### src/rtl/car_sequencer_pkg.sv
// Shared constants for the CAR microsequencer: control addresses, MSP430 opcode
// fields and source addressing modes.
package car_sequencer_pkg;

    localparam int CAR_W = 6;

    typedef enum logic [CAR_W-1:0] {
        CAR_RESET   = 6'd0,
        CAR_FETCH   = 6'd1,
        CAR_DECODE  = 6'd2,
        CAR_SRC_IDX = 6'd3,
        CAR_SRC_IND = 6'd4,
        CAR_SRC_INC = 6'd5,
        CAR_DST_IDX = 6'd6,
        CAR_DST_RD  = 6'd7,
        CAR_EXEC    = 6'd8,
        CAR_WB      = 6'd9,
        CAR_JMP     = 6'd10,
        CAR_PUSH    = 6'd11,
        CAR_CALL    = 6'd12,
        CAR_RETI_SR = 6'd13,
        CAR_RETI_PC = 6'd14,
        CAR_INT_PC  = 6'd15,
        CAR_INT_SR  = 6'd16,
        CAR_INT_VEC = 6'd17
    } carState_e;

    typedef enum logic [1:0] {
        REGISTER_MODE = 2'b00,
        INDEXED_MODE  = 2'b01,
        INDIRECT_MODE = 2'b10,
        AUTOINC_MODE  = 2'b11
    } addrMode_e;

    // Format I opcodes live in IR[15:12]; Format II opcodes in IR[9:7]
    localparam logic [3:0] OP_MOV  = 4'h4;
    localparam logic [3:0] OP_CMP  = 4'h9;
    localparam logic [3:0] OP_BIT  = 4'hB;
    localparam logic [2:0] OP_SXT  = 3'd3;
    localparam logic [2:0] OP_PUSH = 3'd4;
    localparam logic [2:0] OP_CALL = 3'd5;
    localparam logic [15:0] IR_RETI = 16'h1300;

    // IR[15:7] ranges covering Format II and its reserved tail
    localparam logic [8:0] FMT2_LO      = 9'h020;
    localparam logic [8:0] FMT2_RSVD_LO = 9'h027;
    localparam logic [8:0] FMT2_RSVD_HI = 9'h03F;

    function automatic logic isMemState(carState_e s);
        return s inside {CAR_RESET, CAR_FETCH, CAR_SRC_IDX, CAR_SRC_IND, CAR_SRC_INC,
                         CAR_DST_IDX, CAR_DST_RD, CAR_WB, CAR_PUSH, CAR_CALL,
                         CAR_RETI_SR, CAR_RETI_PC, CAR_INT_PC, CAR_INT_SR, CAR_INT_VEC};
    endfunction

endpackage

### src/rtl/car_sequencer_if.sv
// Sequencer-side bundle: instruction/memory/interrupt inputs and CAR/pulse outputs.
// halt/step exist only when SEQ_SINGLE_STEP_EN is defined.
interface car_sequencer_if
    import car_sequencer_pkg::*;
#(
    parameter int CAR_BITS = CAR_W
);
    logic [15:0]         IR;
    logic                mem_ready;
    logic                int_req;
    logic                gie;
    logic [CAR_BITS-1:0] CAR;
    logic                phase;
    logic                mem_req;
    logic                ir_load;
    logic                instr_done;
    logic                int_ack;
`ifdef SEQ_SINGLE_STEP_EN
    logic                halt;
    logic                step;
`endif

    modport master (
        output CAR, phase, mem_req, ir_load, instr_done, int_ack,
        input  IR, mem_ready, int_req, gie
`ifdef SEQ_SINGLE_STEP_EN
        , halt, step
`endif
    );

    modport slave (
        input  CAR, phase, mem_req, ir_load, instr_done, int_ack,
        output IR, mem_ready, int_req, gie
`ifdef SEQ_SINGLE_STEP_EN
        , halt, step
`endif
    );
endinterface

### src/rtl/car_sequencer_ir_classifier.sv
// Combinational MSP430 IR decode for the sequencer. dstMem, isPush and isCall are raw
// field decodes; the sequencer qualifies them with isFmt1 / isFmt2.
module ir_classifier
    import car_sequencer_pkg::*;
(
    input  logic [15:0] ir,
    output logic        isJump,
    output logic        isReti,
    output logic        isFmt1,
    output logic        isFmt2,
    output logic        isReserved,
    output logic        srcCg,
    output addrMode_e   srcMode,
    output logic        dstMem,
    output logic        needsWb,
    output logic        isPush,
    output logic        isCall
);
    logic [3:0] op1;
    logic [2:0] op2;
    logic [3:0] srcReg;

    assign op1        = ir[15:12];
    assign op2        = ir[9:7];
    assign isJump     = ir[15:13] == 3'b001;
    assign isReti     = ir == IR_RETI;
    assign isReserved = (ir[15:7] >= FMT2_RSVD_LO) && (ir[15:7] <= FMT2_RSVD_HI);
    assign isFmt2     = (ir[15:7] >= FMT2_LO) && (ir[15:7] < FMT2_RSVD_LO);
    assign isFmt1     = op1 >= OP_MOV;
    assign srcReg     = isFmt1 ? ir[11:8] : ir[3:0];
    assign srcMode    = addrMode_e'(ir[5:4]);
    // R3 always, and R2 in the two upper As encodings, supply constants
    assign srcCg      = (srcReg == 4'd3) || ((srcReg == 4'd2) && ir[5]);
    assign dstMem     = ir[7];
    assign isPush     = op2 == OP_PUSH;
    assign isCall     = op2 == OP_CALL;
    assign needsWb    = isFmt1 ? (dstMem && (op1 != OP_CMP) && (op1 != OP_BIT))
                               : (isFmt2 && (op2 <= OP_SXT) && (srcMode != REGISTER_MODE) && !srcCg);
endmodule

### src/rtl/car_sequencer.sv
// MSP430 microsequencer owning the CAR flop; optional halt/step control is compiled
// in with SEQ_SINGLE_STEP_EN.
//
// state      | meaning
// RESET      | reset vector read
// FETCH      | instruction fetch, pulses ir_load on completion
// DECODE     | IR classification, no memory access
// SRC_*      | source operand access (IDX: ext word then operand)
// DST_IDX/RD | destination ext word + operand, then operand read
// EXEC       | ALU step, ends the instruction unless WB follows
// WB         | result write to memory
// JMP        | PC update for jumps
// PUSH/CALL  | stack write
// RETI_SR/PC | pop SR, then PC
// INT_*      | interrupt entry: push PC, push SR, vector fetch
module car_sequencer
    import car_sequencer_pkg::*;
#(
    parameter int CAR_BITS = CAR_W
) (
    input  logic            clk,
    input  logic            rst,
    car_sequencer_if.master bus
);
    carState_e carQ, carNext, afterSrc, endNext;
    logic      phaseQ, phaseNext;
    logic      isJump, isReti, isFmt1, isFmt2, isReserved, srcCg, dstMem, needsWb, isPush, isCall;
    addrMode_e srcMode;
    logic      parked, memState, irLoad, endCycle, intAck;

    ir_classifier uClassifier (
        .ir(bus.IR), .isJump(isJump), .isReti(isReti), .isFmt1(isFmt1), .isFmt2(isFmt2),
        .isReserved(isReserved), .srcCg(srcCg), .srcMode(srcMode), .dstMem(dstMem),
        .needsWb(needsWb), .isPush(isPush), .isCall(isCall)
    );

`ifdef SEQ_SINGLE_STEP_EN
    logic stepCredit;
    // A step only counts while parked; the credit is spent by the next fetch
    assign parked = bus.halt && !stepCredit && (carQ == CAR_FETCH);
    always_ff @(posedge clk or posedge rst) begin
        if (rst)                    stepCredit <= 1'b0;
        else if (parked && bus.step) stepCredit <= 1'b1;
        else if (irLoad)            stepCredit <= 1'b0;
    end
`else
    assign parked = 1'b0;
`endif

    assign endNext = (bus.int_req && bus.gie) ? CAR_INT_PC : CAR_FETCH;

    always_comb begin
        afterSrc = CAR_EXEC;
        if (isFmt1 && dstMem)      afterSrc = CAR_DST_IDX;
        else if (isFmt2 && isPush) afterSrc = CAR_PUSH;
        else if (isFmt2 && isCall) afterSrc = CAR_CALL;
    end

    always_comb begin
        carNext   = carQ;
        phaseNext = phaseQ;
        irLoad    = 1'b0;
        endCycle  = 1'b0;
        intAck    = 1'b0;
        memState  = isMemState(carQ) && !parked;
        case (carQ)
            CAR_RESET: if (bus.mem_ready) carNext = CAR_FETCH;
            CAR_FETCH: if (!parked && bus.mem_ready) begin
                carNext = CAR_DECODE;
                irLoad  = 1'b1;
            end
            CAR_DECODE: begin
                if (isJump)                                   carNext = CAR_JMP;
                else if (isReti)                              carNext = CAR_RETI_SR;
                else if (isReserved) begin
                    endCycle = 1'b1;
                    carNext  = endNext;
                end
                else if (srcCg || srcMode == REGISTER_MODE)   carNext = afterSrc;
                else if (srcMode == INDEXED_MODE)             carNext = CAR_SRC_IDX;
                else if (srcMode == INDIRECT_MODE)            carNext = CAR_SRC_IND;
                else                                          carNext = CAR_SRC_INC;
            end
            CAR_SRC_IDX, CAR_DST_IDX: if (bus.mem_ready) begin
                phaseNext = !phaseQ;
                if (phaseQ) carNext = (carQ == CAR_SRC_IDX) ? afterSrc : CAR_DST_RD;
            end
            CAR_SRC_IND, CAR_SRC_INC: if (bus.mem_ready) carNext = afterSrc;
            CAR_DST_RD:  if (bus.mem_ready) carNext = CAR_EXEC;
            CAR_EXEC: begin
                if (needsWb) carNext = CAR_WB;
                else begin
                    endCycle = 1'b1;
                    carNext  = endNext;
                end
            end
            CAR_JMP: begin
                endCycle = 1'b1;
                carNext  = endNext;
            end
            CAR_WB, CAR_PUSH, CAR_CALL, CAR_RETI_PC: if (bus.mem_ready) begin
                endCycle = 1'b1;
                carNext  = endNext;
            end
            CAR_RETI_SR: if (bus.mem_ready) carNext = CAR_RETI_PC;
            CAR_INT_PC:  if (bus.mem_ready) carNext = CAR_INT_SR;
            CAR_INT_SR:  if (bus.mem_ready) carNext = CAR_INT_VEC;
            CAR_INT_VEC: if (bus.mem_ready) begin
                intAck  = 1'b1;
                carNext = CAR_FETCH;
            end
            default: begin
                carNext   = CAR_FETCH;
                phaseNext = 1'b0;
            end
        endcase
    end

    always_ff @(posedge clk or posedge rst) begin
        if (rst) begin
            carQ   <= CAR_RESET;
            phaseQ <= 1'b0;
        end else begin
            carQ   <= carNext;
            phaseQ <= phaseNext;
        end
    end

    assign bus.CAR        = CAR_BITS'(carQ);
    assign bus.phase      = phaseQ;
    assign bus.mem_req    = memState && !rst;
    assign bus.ir_load    = irLoad && !rst;
    assign bus.instr_done = endCycle && !rst;
    assign bus.int_ack    = intAck && !rst;
endmodule
### src/flat_wrapper.sv
// flat-port wrapper written by rule: the top's interface ports become plain ports
module car_sequencer_flat import car_sequencer_pkg::*;
#(
    parameter int CAR_BITS = CAR_W
)
  (clk, rst, bus_CAR, bus_phase, bus_mem_req, bus_ir_load, bus_instr_done, bus_int_ack, bus_IR, bus_mem_ready, bus_int_req, bus_gie);
  car_sequencer_if #(.CAR_BITS(CAR_BITS)) bus_i ();
  input  logic clk;
  input  logic rst;
  output wire logic [$bits(bus_i.CAR)-1:0] bus_CAR;
  output wire logic [$bits(bus_i.phase)-1:0] bus_phase;
  output wire logic [$bits(bus_i.mem_req)-1:0] bus_mem_req;
  output wire logic [$bits(bus_i.ir_load)-1:0] bus_ir_load;
  output wire logic [$bits(bus_i.instr_done)-1:0] bus_instr_done;
  output wire logic [$bits(bus_i.int_ack)-1:0] bus_int_ack;
  input wire logic [$bits(bus_i.IR)-1:0] bus_IR;
  input wire logic [$bits(bus_i.mem_ready)-1:0] bus_mem_ready;
  input wire logic [$bits(bus_i.int_req)-1:0] bus_int_req;
  input wire logic [$bits(bus_i.gie)-1:0] bus_gie;
  assign bus_CAR = bus_i.CAR;
  assign bus_phase = bus_i.phase;
  assign bus_mem_req = bus_i.mem_req;
  assign bus_ir_load = bus_i.ir_load;
  assign bus_instr_done = bus_i.instr_done;
  assign bus_int_ack = bus_i.int_ack;
  assign bus_i.IR = bus_IR;
  assign bus_i.mem_ready = bus_mem_ready;
  assign bus_i.int_req = bus_int_req;
  assign bus_i.gie = bus_gie;
  car_sequencer #(.CAR_BITS(CAR_BITS)) u_core (.clk(clk), .rst(rst), .bus(bus_i));
endmodule
### config.mk
export PLATFORM = sky130hd
export DESIGN_NAME = car_sequencer_flat
export DESIGN_NICKNAME = d
export VERILOG_FILES = /design/src/rtl/car_sequencer_pkg.sv /design/src/rtl/car_sequencer_if.sv /design/src/rtl/car_sequencer_ir_classifier.sv /design/src/rtl/car_sequencer.sv /design/src/flat_wrapper.sv
export SDC_FILE = /design/constraint.sdc
export NUM_CORES = 1
export LEC_CHECK = 0
export CORE_MARGIN = 2
export CORE_UTILIZATION = 30
export CTS_CLUSTER_DIAMETER = 80
export CTS_CLUSTER_SIZE = 16
export DETAILED_ROUTE_END_ITERATION = 7
export HOLD_SLACK_MARGIN = 0.08
export PLACE_DENSITY_LB_ADDON = 0.3
export SLEW_MARGIN = 15
export SYNTH_ARGS = -nofsm -noshare
export SYNTH_HDL_FRONTEND = slang
export SYNTH_SLANG_ARGS = --single-unit
### constraint.sdc
create_clock -name clk -period 2.1 [get_ports clk]
set_clock_uncertainty 0.15 [all_clocks]
set_input_delay 0.315 -clock clk [delete_from_list [all_inputs] [get_ports clk]]
set_output_delay 0.315 -clock clk [all_outputs]
set_load 0.1 [all_outputs]
# Yosys cells after proc, flatten, opt, wreduce, memory -nomap -nowiden
# Cells that the tools add are included.
# op_classes
n_lt_le_gt_ge,6
n_eq_ne,37
reduce_logical,32
n_mux,35
n_bitwise,1
# op_table
operator,n
$mux W6,17
$pmux W6 S12,1
$eq A6 B4 Y1 const B,8
$eq A6 B3 Y1 const B,4
$ge A9 B6 Y1 const B,2
$eq A16 B13 Y1 const B,1
$logic_and A1 B1 Y1,16
$ne A2 B2 Y1 const B,8
$reduce_or A16 Y1,1
$reduce_bool A15 Y1,1
$eq A6 B2 Y1 const B,2
$eq A6 B5 Y1 const B,2
$mux W4,3
$mux W1,10
$reduce_and A10 Y1,1
$le A9 B6 Y1 const B,1
$lt A9 B6 Y1 const B,1
$eq A4 B2 Y1 const B,2
$ne A4 B4 Y1 const B,2
$eq A3 B3 Y1 const B,2
$eq A6 B1 Y1 const B,1
$logic_not A6 Y1,1
$mux W3,2
$reduce_or A2 Y1,3
other kinds (15),19
# totals
wordCells,113
regBits,7
output_inout_bits,11
in_bits,21

# Logic depth before layout (Yosys ltp)
# logic_depth
ltp_word,11
ltp_mapped,7
ltp_nobuf,6

# Modules after synthesis
# From an unflattened synthesis, not the netlist that was laid out.
# hier_totals
cells_unflattened,132
area_unflattened_um2,957.2
# modules_own_cells
mod,area_each_um2,n_inst,seq_area_each_um2,cells_each
car_sequencer,757.0,1,150.1,104
ir_classifier,200.2,1,0.0,28

# Worst setup path after synthesis
# OpenSTA, ideal clock, no wires.
# synth_timing
path_type,flip-flop to output port
from,"register u_core.carQ[0], in the netlist u_core.bus.CAR[0]"
to,output bus_instr_done
n_path_buf,1
path_slack_ps,-3415
t_required_ps,1635
path_stages_with_launch,7
arrival_ps,5050
cell_sequence,dfrtp_1 clkbuf_1 or3b_1 nor3_1 a32oi_1 o21ai_0 nor4b_1
# synth_via
elab_chain_cells,4
word_cells_on_any_way,10
cone_classes,eq/ne (7); mux (1); reduce/logical (2)
# synth_rtl
item,line,rtl
"start, declared",car_sequencer.sv:25,"carState_e carQ, carNext, afterSrc, endNext;"
"start signal, assigned",car_sequencer.sv:124,carQ <= carNext;
$eq A6 B4 Y1,car_sequencer.sv:66,case (carQ)
$reduce_or A4 Y1,car_sequencer.sv:66,
$pmux W1 S4 *,car_sequencer.sv:66,
$logic_and A1 B1 Y1 *,car_sequencer.sv:133,assign bus.instr_done = endCycle && !rst;
"end, declared",flat_wrapper.sv:14,output wire logic [$bits(bus_i.instr_done)-1:0] bus_instr_done;
# Mark *: on every way between the ends. The rest lies on a longest branch, timed or not.

# Worst setup path in the final report
# Same ends and word-level chain as after synthesis.

==> results.txt <==
----------------------------------------------------
[STA]
  Crit path setup slack, layout ... -0.3910 ns
  Worst hold margin ... 0.3401 ns
  Slew margin rel. ... 0.6602
  Final critical-path required period ... between 2 and 2.5 ns
  Slew @ Worst Pin ... between 0.5 and 0.6 ns
  Final count of negative-setup-slack endpoints ... 8
  Hold Vio Cnt, Final ... 0
  Max Freq ... between 400 and 500 MHz
  Final Cycle Share ... 1.186
  Unrepaired setup endpoints after global routing ... true
  Max-slew violations ... 0

[Clocking]
  Clk Tree Root Cell ... sky130_fd_sc_hd__clkbuf_4
  CTS Buf Count ... 3
  Count of hold-fix buffers inserted at cts ... 0
  Deepest clock path buffer count ... 2
  Total clock sinks ... 6
  TritonCTS clock tree ... built
  Clock latency on the worst-skew pair ... approximately 0.24 ns
  CTS HTree Levels ... 1
  Clock-pin slew of the registers on the worst-case setup and hold paths ... 0.04 ns

[Global route]
  Maximum number of pins on one net before global-route repair ... 20
  Aggregate global-route resource usage ... 0.2204
  Antenna violations before repair ... 0
  Aggregate global routing overflow ... 0
  First-pass GRT wire length ... about 6.4 mm
  Via count of the first global-routing pass ... around 1500

[Yosys]
  Net count of the mapped netlist ... 167
  Cells taking the most area after synthesis ... sky130_fd_sc_hd__dfrtp_1 (15%), sky130_fd_sc_hd__o21ai_0 (7.2%), sky130_fd_sc_hd__nand2_1 (5.8%), sky130_fd_sc_hd__nor2_1 (5.8%), sky130_fd_sc_hd__a21oi_1 (5.1%)
  Mean area per synthesized cell ... roughly 6.7 um2
  Yosys top cell area share ... 0.1535
  Post-synthesis instance area ... 978.4 um2
  Area leader, netlist ... sky130_fd_sc_hd__dfrtp_1
  Number of library cell types mapped by synthesis ... 50
  Part of the Yosys area used for sequential elements ... 0.1535
  Async set-or-reset flop fraction in the synthesized netlist ... 1.000
  Mapped Cells ... approximately 150
  Dominant synthesized flop cell ... sky130_fd_sc_hd__dfrtp_1
  YS warnings ... 0
  EDFF count, synth ... 0
  Yosys reg bits ... 6

[Worst setup path]
  Cell with the largest stage delay on the worst path ... sky130_fd_sc_hd__dfrtp_4
  Nature of the critical path startpoint ... flop
  Slowest cell delay on critical path ... roughly 0.5 ns
  Worst setup path category ... flop to primary output
  Startpoint of the most critical register-to-register path ... u_core.bus.phase
  Critical path startpoint ... u_core.bus.CAR[0]
  Arrival time worst endpoint ... 2.03 ns
  Highest fanout seen on the critical path ... 5
  Cell Chain, Critical Path ... or3b_4 > nor3_4 > a32oi_1 > o21ai_1 > nor4b_4 > buf_12
  Delay-heaviest family, CP ... simple AND/OR/NAND/NOR gates
  Critical path data required time ... about 1.6 ns
  Number of buffer and inverter instances along the worst setup path ... 1
  Critical Path Sink Type ... primary output

[Power]
  Internal cell power ... ~970 uW
  Sw Ratio ... 0.5062
  Logic pwr share ... 0.835
  Fraction of power consumed by the clock network ... 0.053
  Net switching power figure ... a little under 1000 uW
  Relative contribution of sequential cells to total power ... 0.112
  Power density cells ... approximately 1000 nW/um2
  VDD IR max ... 445.0 uV
  Power Total ... between 1500 and 2000 uW
  Leakage dissipation ... 0.0008053 uW

[Drt]
  Post-DRT Antenna Nets ... 0
  Number of DRC violations after detailed routing ... 0
  Wire length after detailed routing ... 3.789 mm
  Number of vias per cell after detailed routing ... approximately 5.7
  Vias ... between 1500 and 2000
  Detailed-route wire length per cell ... 14.19 um
  First-pass iteration count of the detailed router ... 4
  Count of routing violations after the opening detailed-route iteration ... 91

[Final layout]
  Fill count ... 268
  Synth-to-Final Area Change ... 103.3%
  Non-filler cells, final ... around 270
  Area taken by multi-input logic gates ... approximately 930 um2
  Number of nets in the final layout ... about 250
  Layout Cell Area excl Fill ... ~2000 um2
  Register area ... between 150 and 200 um2
  Count of antenna diodes in the layout ... 0
  Ratio of cells with drive above 1 in the final layout ... 0.4753

[Min path]
  Hold WC Path Type ... primary input to async pin

[Placement]
  HPWL reported at the end of detailed placement ... around 3 mm
  Input/output buffers ... 30
  Post-place setup slack ... -0.5979 ns
  RePlAce Congestion ... just over 0.9
  Placed cell areas ... around 1800 um2
  Placed Cells ... around 250

[Run status]
  Violated checks ... setup timing
  Outcome ... complete, but fails checks

[Floorplanning]
  DIE HEIGHT ... ~61 um
  Top-level I/O count ... 32
  Standard cell core area ... a little over 3000 um2
  Initial cell density of the core ... 0.3179
  Die ar. ... 3734 um2
  X dimension of the die ... between 60 and 70 um
  Rows ... 20

[Run]
  Maximum capacitance violations ... 0

----------------------------------------------------
-- registers in the layout (all words and copies together), names as in the netlist --
| signal | count |
|---|---|
| u_core.bus.CAR | 5 |
| u_core.bus.phase | 1 |
-- layer usage --
layer	track usage	wire length, um	part of all wire
met1	0.2554	1499	0.40
met2	0.4103	2022	0.53
met3	0.02941	202	0.053
met4	0.07764	65	0.017
met5	0	0	0
-- path summary, 6_finish.rpt --
path	to	slack, ns	depth (start not counted)
worst max-delay path	bus_instr_done	-0.39	6
worst min-delay path	u_core.bus.CAR[4]	0.34	3
worst max register to register	u_core.bus.CAR[2]	-0.14	6
worst min register to register	u_core.bus.phase	0.52	2
max in group asynchronous	u_core.bus.phase	1.24	3
min in group clk	u_core.bus.CAR[0]	0.47	6
-- power groups by stage --
| stage | Clock (uW) | Combinational, uW | Sequential, uW |
|---|---|---|---|
| after floorplan | 0 | 709 | 445 |
| after global placement | 0 | 1460 | 218 |
| after detailed placement | 0 | 1480 | 218 |
| after CTS | 107 | 1580 | 216 |
| after global routing | 115 | 1740 | 227 |
| final | 104 | 1640 | 220 |
-- cell usage after synthesis (2+ instances only) --
cell type                    n
sky130_fd_sc_hd__inv_1       3
sky130_fd_sc_hd__dfrtp_1     6
sky130_fd_sc_hd__nor3_1      6
sky130_fd_sc_hd__nor2_1     15
sky130_fd_sc_hd__or3_1       2
sky130_fd_sc_hd__nor4b_1     4
sky130_fd_sc_hd__nor2b_1     4
sky130_fd_sc_hd__o21ai_1     2
sky130_fd_sc_hd__o21bai_1    2
sky130_fd_sc_hd__nand2_1    15
sky130_fd_sc_hd__or4b_1      2
sky130_fd_sc_hd__o21ai_0    14
sky130_fd_sc_hd__nand3_1     2
sky130_fd_sc_hd__or3b_1      3
sky130_fd_sc_hd__nand2b_1    4
sky130_fd_sc_hd__a21o_1      2
sky130_fd_sc_hd__o22ai_1     3
sky130_fd_sc_hd__or2_2       2
sky130_fd_sc_hd__nor4_1      6
sky130_fd_sc_hd__a2111oi_0   2
sky130_fd_sc_hd__buf_2       2
sky130_fd_sc_hd__nand4_1     2
sky130_fd_sc_hd__a21oi_1    10
sky130_fd_sc_hd__clkbuf_1    6
sky130_fd_sc_hd__a22o_1      2
-- repair_timing --
item / 4_1_cts / 5_1_grt
buffers inserted: 8 / 2
endpoints found under the setup margin: 8 / 9
resized for setup: 41 / 5
pin swaps: 22 / 10
-- worst reg2reg max path, delay by kind of cell, from the launching register on --
| family | cells | cell delay (ns) |
|---|---|---|
| compound gates | 3 | 0.49 |
| fa+ha+maj | 1 | 0.31 |
| flops | 1 | 0.46 |
| simple gates | 2 | 0.69 |
-- metrics by stage --
step           setup TNS [ns]  utilization
6_report               -1.269       0.6463
3_3_place_gp           -2.483       0.5890
4_1_cts                -1.301       0.6358
3_5_place_dp           -2.744       0.5890
5_1_grt                -1.751       0.6463
2_1_floorplan          -3.529            -
-- cell families (layout without fill, tap and decap cells) --
group	count (synthesis)	after routing	share of synthesized area
simple gates	70	70	0.3951
compound gates	53	53	0.3594
buf+inv	13	90	0.05626
flops	6	6	0.1534
mux	2	2	0.02174
fa+ha+maj	1	1	0.01023
other cells	1	1	0.003833
-- cells in the final DEF (no fill, tap or decap), drive strengths merged, types with 3 or more instances in the layout --
master	count
a21oi	11
buf	68
clkbuf	3
clkdlybuf4s50	13
dfrtp	6
dlygate4sd2	3
inv	3
nand2	15
nand2b	4
nor2	15
nor2b	4
nor3	6
nor4	6
nor4b	4
o21ai	16
o22ai	3
or3b	3
-- area by class of cell --
cell class	instances	share of cell area
clock buffer	3	0.01132
inverter	3	0.005660
multi-input combinational	127	0.4667
sequential	6	0.08553
tap	44	0.02767
timing repair buffer	84	0.4031
No activity file was read; power rests on OpenSTA's default activity.
